## config.mk

```make
export PLATFORM = sky130hd
export DESIGN_NAME = ama_riscv_mmio_periph
export DESIGN_NICKNAME = d
export VERILOG_FILES = /design/src/rtl/ama_riscv_mmio_periph.sv
export SDC_FILE = /design/constraint.sdc
export NUM_CORES = 1
export LEC_CHECK = 0
export ABC_CLOCK_PERIOD_IN_PS = 7800
export BUFFER_PORTS_ARGS = -buffer_cell sky130_fd_sc_hd__buf_4
export CAP_MARGIN = 10
export CELL_PAD_IN_SITES_DETAIL_PLACEMENT = 0
export CELL_PAD_IN_SITES_GLOBAL_PLACEMENT = 2
export CORE_MARGIN = 5
export CORE_UTILIZATION = 40
export CTS_CLUSTER_DIAMETER = 80
export DETAILED_ROUTE_END_ITERATION = 12
export PLACE_DENSITY_LB_ADDON = 0.1
export SYNTH_ARGS = -nofsm -noshare
export SYNTH_HDL_FRONTEND = slang
export SYNTH_SLANG_ARGS = --single-unit
export TNS_END_PERCENT = 100
```

## constraint.sdc

```tcl
create_clock -name clk -period 7.8 [get_ports clk]
set_input_delay 0.39 -clock clk [delete_from_list [all_inputs] [get_ports clk]]
set_output_delay 0.39 -clock clk [all_outputs]
set_load 0.01 [all_outputs]
```

## src/rtl/ama_riscv_mmio_periph.sv

```systemverilog
`timescale 1ns/1ps
// ama_riscv_mmio_periph
// MMIO peripheral behind the core: UART TX serializer, UART RX deserializer
// and two 32-bit performance counters (cycles, retired instructions).
//
// Ports
//   clk, rst_n                 core clock, asynchronous active-low reset
//   store_to_uart_i            1-cycle pulse: core stores to the TX register
//   mmio_uart_data_in_i [7:0]  TX byte, valid from the cycle after the store
//   load_from_uart_i           core loads the RX register (clears valid)
//   mmio_reset_cnt_i           level: holds both counters at zero
//   inst_wb_nop_or_clear_i     WB slot is a bubble, do not count it
//   serial_in_i                asynchronous UART RX line
//   serial_out_o               registered UART TX line
//   mmio_uart_data_out_o [7:0] last good received byte
//   mmio_data_out_valid_o      RX byte available
//   mmio_data_in_ready_o       TX can accept a byte
//   mmio_cycle_cnt_o [31:0]    free-running cycle counter
//   mmio_instr_cnt_o [31:0]    retired-instruction counter
//   tx_state_o, rx_state_o     FSM state for debug (0 IDLE,1 START,2 DATA,3 STOP)
//
// TX handshake: the core may store only while mmio_data_in_ready_o=1; a store
// seen while ready=0 is dropped. RX handshake: mmio_data_out_valid_o=1 means
// mmio_uart_data_out_o holds an unread byte; a load clears valid on that edge.
module ama_riscv_mmio_periph #(
  parameter int unsigned CPS = 217
) (
  input  logic        clk,
  input  logic        rst_n,
  input  logic        store_to_uart_i,
  input  logic [7:0]  mmio_uart_data_in_i,
  input  logic        load_from_uart_i,
  input  logic        mmio_reset_cnt_i,
  input  logic        inst_wb_nop_or_clear_i,
  input  logic        serial_in_i,
  output logic        serial_out_o,
  output logic [7:0]  mmio_uart_data_out_o,
  output logic        mmio_data_out_valid_o,
  output logic        mmio_data_in_ready_o,
  output logic [31:0] mmio_cycle_cnt_o,
  output logic [31:0] mmio_instr_cnt_o,
  output logic [1:0]  tx_state_o,
  output logic [1:0]  rx_state_o
);

  typedef enum logic [1:0] {
    ST_IDLE  = 2'd0,
    ST_START = 2'd1,
    ST_DATA  = 2'd2,
    ST_STOP  = 2'd3
  } uart_state_e;

  localparam logic [15:0] BAUD_LAST = 16'(CPS - 1);
  // Mid-bit sampling point: START waits half a bit before resampling.
  localparam logic [15:0] HALF_LAST = 16'((CPS / 2) - 1);

  // ---------------------------------------------------------------- TX
  uart_state_e tx_state_q;
  logic [15:0] tx_baud_q;
  logic [2:0]  tx_bit_q;
  logic [7:0]  tx_shift_q;
  logic        serial_out_q;
  logic        store_q;

  always_ff @(posedge clk or negedge rst_n) begin
    if (!rst_n) begin
      tx_state_q   <= ST_IDLE;
      tx_baud_q    <= 16'd0;
      tx_bit_q     <= 3'd0;
      tx_shift_q   <= 8'd0;
      serial_out_q <= 1'b1;
      store_q      <= 1'b0;
    end else begin
      // The byte arrives one cycle after the strobe, so act on the delayed strobe.
      store_q <= store_to_uart_i;
      case (tx_state_q)
        ST_IDLE: begin
          if (store_q) begin
            tx_shift_q   <= mmio_uart_data_in_i;
            tx_baud_q    <= BAUD_LAST;
            serial_out_q <= 1'b0;
            tx_state_q   <= ST_START;
          end
        end
        ST_START: begin
          if (tx_baud_q == 16'd0) begin
            tx_baud_q    <= BAUD_LAST;
            tx_bit_q     <= 3'd0;
            serial_out_q <= tx_shift_q[0];
            tx_state_q   <= ST_DATA;
          end else begin
            tx_baud_q <= tx_baud_q - 16'd1;
          end
        end
        ST_DATA: begin
          if (tx_baud_q == 16'd0) begin
            tx_baud_q <= BAUD_LAST;
            if (tx_bit_q == 3'd7) begin
              serial_out_q <= 1'b1;
              tx_state_q   <= ST_STOP;
            end else begin
              tx_bit_q     <= tx_bit_q + 3'd1;
              tx_shift_q   <= tx_shift_q >> 1;
              // Present the next bit on the same edge the shift happens.
              serial_out_q <= tx_shift_q[1];
            end
          end else begin
            tx_baud_q <= tx_baud_q - 16'd1;
          end
        end
        ST_STOP: begin
          if (tx_baud_q == 16'd0) begin
            tx_state_q <= ST_IDLE;
          end else begin
            tx_baud_q <= tx_baud_q - 16'd1;
          end
        end
        default: tx_state_q <= ST_IDLE;
      endcase
    end
  end

  // A pending store_q means the FSM is about to leave IDLE.
  assign mmio_data_in_ready_o = (tx_state_q == ST_IDLE) && !store_q;
  assign serial_out_o         = serial_out_q;
  assign tx_state_o           = tx_state_q;

  // ---------------------------------------------------------------- RX
  uart_state_e rx_state_q;
  logic [1:0]  rx_sync_q;
  logic [15:0] rx_baud_q;
  logic [2:0]  rx_bit_q;
  logic [7:0]  rx_shift_q;
  logic [7:0]  rx_data_q;
  logic        rx_valid_q;
  logic        rx_s;

  assign rx_s = rx_sync_q[1];

  always_ff @(posedge clk or negedge rst_n) begin
    if (!rst_n) begin
      rx_state_q <= ST_IDLE;
      rx_sync_q  <= 2'b11;
      rx_baud_q  <= 16'd0;
      rx_bit_q   <= 3'd0;
      rx_shift_q <= 8'd0;
      rx_data_q  <= 8'd0;
      rx_valid_q <= 1'b0;
    end else begin
      rx_sync_q <= {rx_sync_q[0], serial_in_i};
      // A byte completing in STOP below assigns valid later in this block,
      // so a coincident load loses to the new byte.
      if (load_from_uart_i) begin
        rx_valid_q <= 1'b0;
      end
      case (rx_state_q)
        ST_IDLE: begin
          if (!rx_s) begin
            rx_baud_q  <= HALF_LAST;
            rx_state_q <= ST_START;
          end
        end
        ST_START: begin
          if (rx_baud_q == 16'd0) begin
            if (rx_s) begin
              rx_state_q <= ST_IDLE;   // line went back high: glitch
            end else begin
              rx_baud_q  <= BAUD_LAST;
              rx_bit_q   <= 3'd0;
              rx_state_q <= ST_DATA;
            end
          end else begin
            rx_baud_q <= rx_baud_q - 16'd1;
          end
        end
        ST_DATA: begin
          if (rx_baud_q == 16'd0) begin
            rx_shift_q <= {rx_s, rx_shift_q[7:1]};
            rx_baud_q  <= BAUD_LAST;
            if (rx_bit_q == 3'd7) begin
              rx_state_q <= ST_STOP;
            end else begin
              rx_bit_q <= rx_bit_q + 3'd1;
            end
          end else begin
            rx_baud_q <= rx_baud_q - 16'd1;
          end
        end
        ST_STOP: begin
          if (rx_baud_q == 16'd0) begin
            if (rx_s) begin
              rx_data_q  <= rx_shift_q;
              rx_valid_q <= 1'b1;
            end
            rx_state_q <= ST_IDLE;
          end else begin
            rx_baud_q <= rx_baud_q - 16'd1;
          end
        end
        default: rx_state_q <= ST_IDLE;
      endcase
    end
  end

  assign mmio_uart_data_out_o  = rx_data_q;
  assign mmio_data_out_valid_o = rx_valid_q;
  assign rx_state_o            = rx_state_q;

  // ---------------------------------------------------------------- counters
  logic [31:0] cycle_cnt_q, cycle_cnt_d;
  logic [31:0] instr_cnt_q, instr_cnt_d;

  always_comb begin
    cycle_cnt_d = cycle_cnt_q + 32'd1;
    instr_cnt_d = inst_wb_nop_or_clear_i ? instr_cnt_q : instr_cnt_q + 32'd1;
    if (mmio_reset_cnt_i) begin
      cycle_cnt_d = 32'd0;
      instr_cnt_d = 32'd0;
    end
  end

  always_ff @(posedge clk or negedge rst_n) begin
    if (!rst_n) begin
      cycle_cnt_q <= 32'd0;
      instr_cnt_q <= 32'd0;
    end else begin
      cycle_cnt_q <= cycle_cnt_d;
      instr_cnt_q <= instr_cnt_d;
    end
  end

  assign mmio_cycle_cnt_o = cycle_cnt_q;
  assign mmio_instr_cnt_o = instr_cnt_q;

endmodule

```

**Yosys cells after proc, flatten, opt, wreduce, memory -nomap -nowiden**

Index checks and enable logic that the tools add are counted.
Widths: inputs -> output; s select.

- Bits in registers: 135
- Latch bits: 0
- Memory bits (writable): 0
- Bits in read-only memories: 0
- Input bits: 15
- Output and inout bits: 79
- Memories kept: 0

- Add/subtract/negate cells: 6
- Multipliers: 0
- Div/mod/pow operators: 0
- $lt $le $gt $ge: 0
- Equal/unequal tests: 25
- Shift-type cells: 0
- Muxes and demuxes: 48
- Bitwise operators: 0
- Reduce and logical (&&, ||, !) cells: 21

Operators by type and width:

| kind | count |
|---|---|
| $mux 16 | 8 |
| $mux 32 | 3 |
| $add 32x1->32 const B | 2 |
| $pmux 16 s4 | 1 |
| $pmux 16 s3 | 1 |
| $logic_not 16->1 | 2 |
| $ne 2x2->1 const B | 16 |
| $sub 16x1->16 const B | 2 |
| $mux 8 | 3 |
| $mux 2 | 11 |
| $mux 3 | 7 |
| $pmux 2 s4 | 2 |
| $pmux 8 s2 | 1 |
| $reduce_and 5->1 | 3 |
| $pmux 3 s2 | 2 |
| $reduce_and 4->1 | 3 |
| $eq 2x2->1 const B | 4 |
| $mux 1 | 8 |
| $add 3x1->3 const B | 2 |
| $eq 3x3->1 const B | 2 |
| $reduce_and 3->1 | 2 |
| $reduce_bool 2->1 | 3 |
| $eq 2x1->1 const B | 2 |
| $logic_not 2->1 | 2 |
| 7 further kinds | 8 |

**Depth between registers and ports, before layout**

Gate-level depths: netlist of run 1.

- Depth after elaboration: 4
- Mapped depth: 8
- Depth with buffers taken out: 7

**Worst setup path before layout of run 1**

OpenSTA, ideal clock, no wires.

- Path type: register -> register
- Start point: register rx_baud_q[0]
- End point: register rx_data_q[0], in the netlist mmio_uart_data_out_o[0]
- Library setup time: 128 ps
- Arrival time: 2355 ps
- Required time: 7672 ps
- Path slack: 5317 ps
- Cell stages (with the launch flop): 9
- Path buffers: 1
- Clock period less this slack: 2483 ps
- Cells stage by stage: dfrtp_1 > inv_1 > ha_1 > or4b_2 > or3_4 > nor4_4 > and3_1 > buf_4 > mux2_1

- Longest elaborated chain between the ends: 2

Ends and longest elaborated chain:

| item | RTL line | text |
|---|---|---|
| start: declaration | 131 | `logic [15:0] rx_baud_q;` |
| start signal: assignment | 173 | `rx_baud_q <= rx_baud_q - 16'd1;` |
| start signal: assignment | 186 | `rx_baud_q <= rx_baud_q - 16'd1;` |
| start signal: assignment | 197 | `rx_baud_q <= rx_baud_q - 16'd1;` |
| $logic_not 16->1 | 190 | `if (rx_baud_q == 16'd0) begin` |
| $reduce_and 3->1 (no line) | -- |  |
| end signal: assignment | 192 | `rx_data_q <= rx_shift_q;` |
| end: declaration | 134 | `logic [7:0] rx_data_q;` |

Every way passes these cells.
A chain may end at the register's enable or synchronous reset.

**Worst setup path in the final report of run 1**

- Start point: register rx_baud_q[0]
- End point: register rx_data_q[1], in the netlist mmio_uart_data_out_o[1]

The elaborated chain is that of the path after synthesis.

==> out/metrics.csv, run 1 <==
metric,value,unit
status,"finished, violations left",
violations,negative hold slack,
cts_tree,done,
start_kind,flip-flop,
via_per_inst,5.364,
final_cells,1034,
final_nets,830,
synthMuxAreaShare,0.05437,
dieArea,20230,um2
drt-initial-drc-count,307,
antenna_found_initial,0,
pwr-share-seq,0.391,
dieHeight,142.2,um
yosys-top-cells-area,"dfrtp_1 47%, nor2_1 5.1%, xnor2_1 3.9%, mux2_2 3.9%, ha_1 3.4%",
combinationalPowerShare,0.249,
routedWlPerCell,15.99,um
critical_path.top_delay_family,simple AND/OR/NAND/NOR gates,
dp.cells,1002,
p_sw,0.6816,mW
initial_utilization,0.4059,
yosys.area.top_type,dfrtp_1,
synthXorXnorAreaFrac,0.07262,
grt.total_usage,0.1665,
period_needed,2.804,ns
ir_drop,178.7,uV
synthAdderAreaFrac,0.03398,
coreArea,17240,um2
wirelength,16540,um
critPathMaxFanout,9,
cts.path.max_buffers,2,
first_pass_iters,4,
crit_buf_inv,1,
ys_seq_area_frac,0.4835,
dp.final_hpwl,11470,um
yosys_most_used_dff,dfrtp_1,
syn_nets,739,
p_int,1.495,mW
synth_edf_count,0,
die-width,142.2,um
yosysWarnings,0,
drc,0,
area_growth,21.21,%
synth_top_area_frac,0.4722,
grt_pass1_vias,5460,
gr-total-overflow,0,
crit_slowest_cell,or4b_2,
setup_viol,0,
avgSynthCellArea,9.923,um2
layout-drive-gt1-share,0.2188,
ant_nets,0,
yosys.area_share.simple,0.2143,
postCtsResizedCells,0,
hold_viol_final,8,
antenna_cells,0,
io_pins,94,
rsz0062_at_grt,false,
tightestPinTransition,0.7958,ns
postCtsSetupRepairBufs,0,
hp-class,in -> async,
cts_buffers,17,
cts.sinks,135,
maxCapViolCount,0,
place_area,7906,um2
fin_setup_tns,0,ns
critPathKind,reg -> reg,
syn_area,6995,um2
swShare,0.3132,
rows,48,
grt_max_degree,77,
gp_congestion,0.8092,
p_leak,3.853,nW
design_area,8479,um2
finClkSkew,0.009830,ns
cts-htree-levels,4,
insertion_delay,0.41,ns
fmax,356.6,MHz
synthArstFlopShare,1.000,
p_total,2.176,mW
slew_headroom,0.4625,
vias,5546,
grt_pass1_wl,27570,um
critPathCaptureType,flip-flop,
period_share,0.3595,
cts_hold_buf,0,
cts_root_buffer,clkbuf_16,
power.share.clock,0.360,
drv_slew,0,
ys_ff_latch,135,
syn_inst,705,
fin_hold_ws,-0.03372,ns
powerDensity,256.7,nW/um2
cp_cell_sequence,inv_1 -> ha_1 -> or4b_2 -> or3_4 -> nor4_4 -> and3_1 -> mux2_1,
port-buffer-count,93,
clk_pin_slew,0.06,ns
yosysUniqueCellTypes,62,
crit_arrival,3.10,ns
critPathMaxStageDelay,0.58,ns
synth_top_family_by_area,simple AND/OR/NAND/NOR gates,
cp_data_required_time,8.09,ns
synth-compound-area-share,0.1111,
nFillCells,1580,
==> layout by cell type (no fill, tap or decap), drive strengths merged, types with 12 or more instances in the layout <==
master and instances:
dfrtp 132, nand2 37, buf 97, nand3 31, xor2 27, mux2 32
nand4 19, o21ai 28, clkbuf 19, inv 30, xnor2 31, a21oi 23
nor3 30, a22o 12, nor4 19, nor2 96, ha 19
==> worst reg2reg max path: cells and delay by family (launching register included) <==
family	cells	cell delay, ns
adder cells (fa/ha/maj)	1	0.18
flip-flops	1	0.38
buffers and inverters	1	0.13
multiplexers	1	0.37
AND/OR/NAND/NOR	4	1.63
==> Yosys cell counts (4+ instances only) <==
cell / number
and2_1: 6
nand3_1: 31
ha_1: 19
o22a_1: 5
or2_2: 7
mux2_2: 24
or4_1: 7
xnor2_1: 31
nand2_1: 36
a21oi_1: 23
or3_1: 9
mux2_1: 8
nand4_1: 19
xor2_1: 27
nor2_1: 95
and3_1: 7
a22o_1: 12
nor2b_1: 5
a22oi_1: 5
buf_2: 4
o21ai_0: 25
a2bb2oi_1: 5
o31ai_1: 4
a31oi_1: 6
clkbuf_1: 17
o21bai_1: 4
dfrtp_1: 132
inv_1: 29
a21o_1: 4
nand2b_1: 4
nor4_1: 17
nor3_1: 29
==> layer usage <==
layer	wire length, um	track usage
met3	687	0.04671
met4	128	0.04242
met2	8179	0.2795
met5	0	0
met1	7540	0.2130
==> kinds of logic (layout without fill, tap and decap cells) <==
| logic type | count (synthesis) | count (layout) |
|---|---|---|
| AOI/OAI and AO/OA | 114 | 114 |
| muxes | 34 | 34 |
| buffers and inverters | 54 | 158 |
| DFF | 135 | 135 |
| xor gates and xnor gates | 58 | 58 |
| adders and majority gates | 19 | 19 |
| and+or+nand+nor | 291 | 291 |
==> final timing paths <==
path | startpoint | cells past startpoint | slack, ns | end
max in group asynchronous | rst_n | 2 | 6.50 | mmio_instr_cnt_o[10]$_DFFE_PN0P_
min reg2reg | rx_sync_q[0]$_DFF_PN1_ | 0 | 0.35 | rx_sync_q[1]$_DFF_PN1_
min in group clk | store_to_uart_i | 1 | 0.08 | store_q$_DFF_PN0_
max | rx_baud_q[0]$_DFFE_PN0P_ | 7 | 5.00 | mmio_uart_data_out_o[1]$_DFFE_PN0P_
max reg2reg | rx_baud_q[0]$_DFFE_PN0P_ | 7 | 5.00 | mmio_uart_data_out_o[1]$_DFFE_PN0P_
min | rst_n | 1 | -0.03 | tx_shift_q[5]$_DFFE_PN0P_
==> stage by stage <==
step	hold WS (ns)	setup slack, ns	utilization
final	-0.03372	4.996	0.4919
after global routing	0.05747	4.828	0.4919
after detailed placement	0.3500	4.993	0.4587
after global placement	0.3463	5.063	0.4587
after CTS	0.03044	4.981	0.4919
after floorplan	0.09441	5.317	-
==> power groups by stage <==
stage | sequential, mW | clock, mW | combinational, mW
2_1_floorplan | 0.843 | 0 | 0.411
3_3_place_gp | 0.857 | 0 | 0.541
3_5_place_dp | 0.860 | 0 | 0.549
4_1_cts | 0.848 | 0.809 | 0.550
5_1_grt | 0.860 | 0.841 | 0.611
6_report | 0.850 | 0.784 | 0.542
==> cell type report <==
cell class	count	area, um2	share of cell area
Multi-Input combinational cell	516	3402	0.4012
Sequential cell	135	3382	0.3988
Timing Repair Buffer	97	732.0	0.08632
Clock buffer	19	442.9	0.05224
Tap cell	225	281.5	0.03320
Clock inverter	13	130.1	0.01535
Inverter	29	108.9	0.01284
==> flip-flops by register name, indices dropped and copies added (netlist names), named ones only <==
name	flops
mmio_cycle_cnt_o	32
mmio_data_out_valid_o	1
mmio_instr_cnt_o	32
mmio_uart_data_out_o	8
rx_baud_q	16
rx_bit_q	3
rx_shift_q	8
rx_state_o	1
rx_sync_q	2
serial_out_o	1
store_q	1
tx_baud_q	16
tx_bit_q	3
tx_shift_q	8
tx_state_o	2
No activity file was read; power rests on OpenSTA's default activity.
==> inputs of run 2 (changes only) <==
--- a/config.mk
+++ b/config.mk
@@ -5,13 +5,14 @@
 export SDC_FILE = /design/constraint.sdc
 export NUM_CORES = 1
 export LEC_CHECK = 0
-export ABC_CLOCK_PERIOD_IN_PS = 7800
+export ABC_AREA = 1
+export ABC_CLOCK_PERIOD_IN_PS = 2900
 export BUFFER_PORTS_ARGS = -buffer_cell sky130_fd_sc_hd__buf_4
 export CAP_MARGIN = 10
 export CELL_PAD_IN_SITES_DETAIL_PLACEMENT = 0
 export CELL_PAD_IN_SITES_GLOBAL_PLACEMENT = 2
 export CORE_MARGIN = 5
-export CORE_UTILIZATION = 40
+export CORE_UTILIZATION = 33
 export CTS_CLUSTER_DIAMETER = 80
 export DETAILED_ROUTE_END_ITERATION = 12
 export PLACE_DENSITY_LB_ADDON = 0.1
==> constraint.sdc (replaced) <==
create_clock -name clk -period 2.9 [get_ports clk]
set_input_delay 0.145 -clock clk [delete_from_list [all_inputs] [get_ports clk]]
set_output_delay 0.145 -clock clk [all_outputs]
set_load 0.01 [all_outputs]
==> run 2 against run 1 <==
The run now ends clean. Clock-buffer cell count stayed put. Total power grew to 2.8 times the previous value. Routed wire length is 30% higher. Largest cell class unchanged. Critical endpoint is now rx_baud_q[7]$_DFFE_PN0P_. Combinational power grew to 2.9 times the previous value.
==> out/metrics.csv, run 2 <==
metric,value,unit,change
status,finished clean,,
power.share.clock,0.396,,+0.036
grt_pass1_wl,36380,um,+32%
layout-drive-gt1-share,0.1467,,-0.07207
fin_setup_tns,0,ns,unchanged
io_pins,94,,unchanged
gp_congestion,0.7842,,-3.1%
pwr-share-seq,0.354,,-0.037
port-buffer-count,93,,unchanged
grt_max_degree,56,,-27%
antenna_cells,0,,unchanged
rsz0062_at_grt,false,,
p_leak,4.693,nW,+22%
first_pass_iters,4,,unchanged
area_growth,22.64,%,
vias,7027,,+27%
rows,56,,+17%
yosys_most_used_dff,dfrtp_1,,
avgSynthCellArea,7.135,um2,-28%
insertion_delay,0.42,ns,about the same
fmax,512.5,MHz,+44%
crit_buf_inv,1,,unchanged
period_share,0.6728,,+0.3134
yosys-top-cells-area,"dfrtp_1 42%, nand2_1 15%, nor2_1 9.0%, inv_1 6.2%, nand3_1 3.4%",,
ys_ff_latch,135,,unchanged
syn_nets,1134,,+53%
setup_viol,0,,unchanged
nFillCells,2495,,+58%
antenna_found_initial,0,,unchanged
die-width,164.2,um,+15%
postCtsSetupRepairBufs,0,,unchanged
crit_arrival,2.30,ns,-0.80 ns
hold_viol_final,0,,-8
synth_edf_count,0,,unchanged
cp_data_required_time,3.25,ns,-4.84 ns
routedWlPerCell,13.98,um,-13%
yosysMostFrequentCell,nand2_1,,
final_nets,1242,,+50%
critPathMaxFanout,11,,+2
period_needed,1.951,ns,-0.8528 ns
drt-initial-drc-count,341,,+11%
initial_utilization,0.3344,,-0.07147
cts_buffers,17,,unchanged
synth_common_cells,"324 x nand2_1, 188 x nor2_1, 132 x dfrtp_1",,
critical_path.top_delay_family,simple AND/OR/NAND/NOR gates,,
yosysUniqueCellTypes,41,,-34%
grt.total_usage,0.1677,,+0.001231
critPathCaptureType,flip-flop,,
cp_cell_sequence,inv_1 -> ha_1 -> nand2_1 -> nand2_4 -> nor2_1 -> nand3_1 -> o21ai_1,,
crit_slowest_cell,dfrtp_1,,
gr-total-overflow,0,,unchanged
tightestPinTransition,0.5877,ns,-0.2081 ns
postCtsResizedCells,0,,unchanged
yosys.area.top_type,dfrtp_1,,
critPathKind,reg -> reg,,
p_sw,2.046,mW,+200%
slew_headroom,0.6082,,+0.1457
maxCapViolCount,0,,unchanged
syn_inst,1100,,+56%
combinationalPowerShare,0.251,,+0.002
finClkSkew,0.01601,ns,+0.006177 ns
dieHeight,164.2,um,+15%
ant_nets,0,,unchanged
critPathMaxStageDelay,0.46,ns,-0.12 ns
dieArea,26970,um2,+33%
swShare,0.3302,,+0.01705
synth_top_area_frac,0.4209,,-0.05134
synthArstFlopShare,1.000,,unchanged
drv_slew,0,,unchanged
start_kind,flip-flop,,
coreArea,23470,um2,+36%
ir_drop,323.6,uV,+81%
p_int,4.150,mW,+180%
mostFrequentLayoutCells,"324 x nand2_1, 188 x nor2_1, 132 x dfrtp_1, 129 x inv_1, 96 x buf_4",,
via_per_inst,4.566,,-15%
hp-class,in -> reg,,
layout_commonest_cell,nand2_1,,
clk_pin_slew,0.06,ns,about the same
cts.sinks,135,,unchanged
grt_pass1_vias,7158,,+31%
cts_root_buffer,clkbuf_16,,
cts_tree,done,,
yosysWarnings,0,,unchanged
wirelength,21520,um,+30%
drc,0,,unchanged
syn_area,7849,um2,+12%
dp.final_hpwl,15990,um,+39%
cts.path.max_buffers,2,,unchanged
ys_seq_area_frac,0.4309,,-0.05256
utilization,0.4101,,-0.08187
powerDensity,643.6,nW/um2,+150%
cts-htree-levels,4,,unchanged
==> run 2: changes by cell type after synthesis, moves of 9 or more <==
| cell | delta |
|---|---|
| nand3_1 | +23 |
| o21ai_1 | +26 |
| or3_1 | -9 |
| nor2_2 | +9 |
| mux2_2 | -24 |
| nor4_1 | -16 |
| nand2_1 | +288 |
| inv_1 | +100 |
| clkbuf_1 | -9 |
| xnor2_1 | -30 |
| a22o_1 | -12 |
| inv_2 | +14 |
| nor2_1 | +93 |
==> run 2: path summary, 6_finish.rpt <==
kind,start,to,slack [ns],cells after the start
max in group asynchronous,rst_n,rx_sync_q[0]$_DFF_PN1_,1.79,3
setup / recovery,rx_state_o[0]$_DFFE_PN0P_,rx_baud_q[7]$_DFFE_PN0P_,0.95,7
min in group asynchronous,rst_n,mmio_cycle_cnt_o[22]$_DFF_PN0_,0.24,2
hold reg to reg,rx_sync_q[0]$_DFF_PN1_,rx_sync_q[1]$_DFF_PN1_,0.36,0
setup reg to reg,rx_state_o[0]$_DFFE_PN0P_,rx_baud_q[7]$_DFFE_PN0P_,0.95,7
hold / removal,mmio_uart_data_in_i[1],tx_shift_q[1]$_DFFE_PN0P_,0.03,5
==> run 2: cell type report <==
type / count / area, um2 / area share
clock buffers: 19 / 452.9 / 0.04706
clock inverters: 12 / 198.9 / 0.02067
inverters: 145 / 544.3 / 0.05654
multi-input cells: 806 / 3846 / 0.3996
flip-flops and latches: 135 / 3382 / 0.3514
well taps: 319 / 399.1 / 0.04147
repair buffers: 103 / 802.0 / 0.08332
==> run 2: logic make-up (layout without fill, tap and decap cells) <==
kind of cell / count (synthesis) / in the layout / synth area share
and+or+nand+nor: 660 / 660 / 0.3644
buffers and inverters: 159 / 279 / 0.07907
DFF: 135 / 135 / 0.4309
AOI/OAI and AO/OA: 106 / 106 / 0.07190
xor gates and xnor gates: 21 / 21 / 0.02343
adders and majority gates: 19 / 19 / 0.03029
==> run 2: stage by stage <==
| stage | cell area (um2) | instances | setup WS [ns] | hold WS (ns) | power [mW] |
|---|---|---|---|---|---|
| after floorplan | 7849 | 1100 | 1.195 | -0.1506 | 3.375 |
| after global placement | 8924 | 1503 | 0.9879 | 0.1622 | 3.811 |
| after detailed placement | 8924 | 1503 | 0.9587 | 0.1684 | 3.801 |
| after CTS | 9625 | 1539 | 0.9337 | 0.006120 | 6.303 |
| after global routing | 9625 | 1539 | 0.7524 | 0.04552 | 6.629 |
| final | 9625 | 1539 | 0.9488 | 0.03482 | 6.195 |
==> run 2: worst reg2reg max path, stage by stage, from the launching register on <==
cell     delay [ns]
dfrtp_1        0.46
inv_1          0.12
ha_1           0.21
nand2_1        0.34
nand2_4        0.13
nor2_1         0.41
nand3_1        0.12
o21ai_1        0.10
==> run 2: repair_timing <==
action                     4_1_cts  5_1_grt
hold endpoints to repair        56        0
setup endpoints to repair        0        0
hold buffers                     5        0
==> run 2: power by group through the flow <==
| stage | combinational, mW | sequential (mW) | clock, mW |
|---|---|---|---|
| after CTS | 1.59 | 2.19 | 2.52 |
| after global placement | 1.58 | 2.23 | 0 |
| final | 1.55 | 2.19 | 2.45 |
| after global routing | 1.81 | 2.22 | 2.60 |
| after detailed placement | 1.57 | 2.23 | 0 |
| after floorplan | 1.17 | 2.21 | 0 |
==> run 2: per-layer routing <==
metal	GRT usage	wire (um)	vias to the layer above
met3	0.02785	633	17
met5	0	0	-
met1	0.2284	10610	3230
li1	-	-	3682
met4	0.04346	208	0
met2	0.2775	10070	98
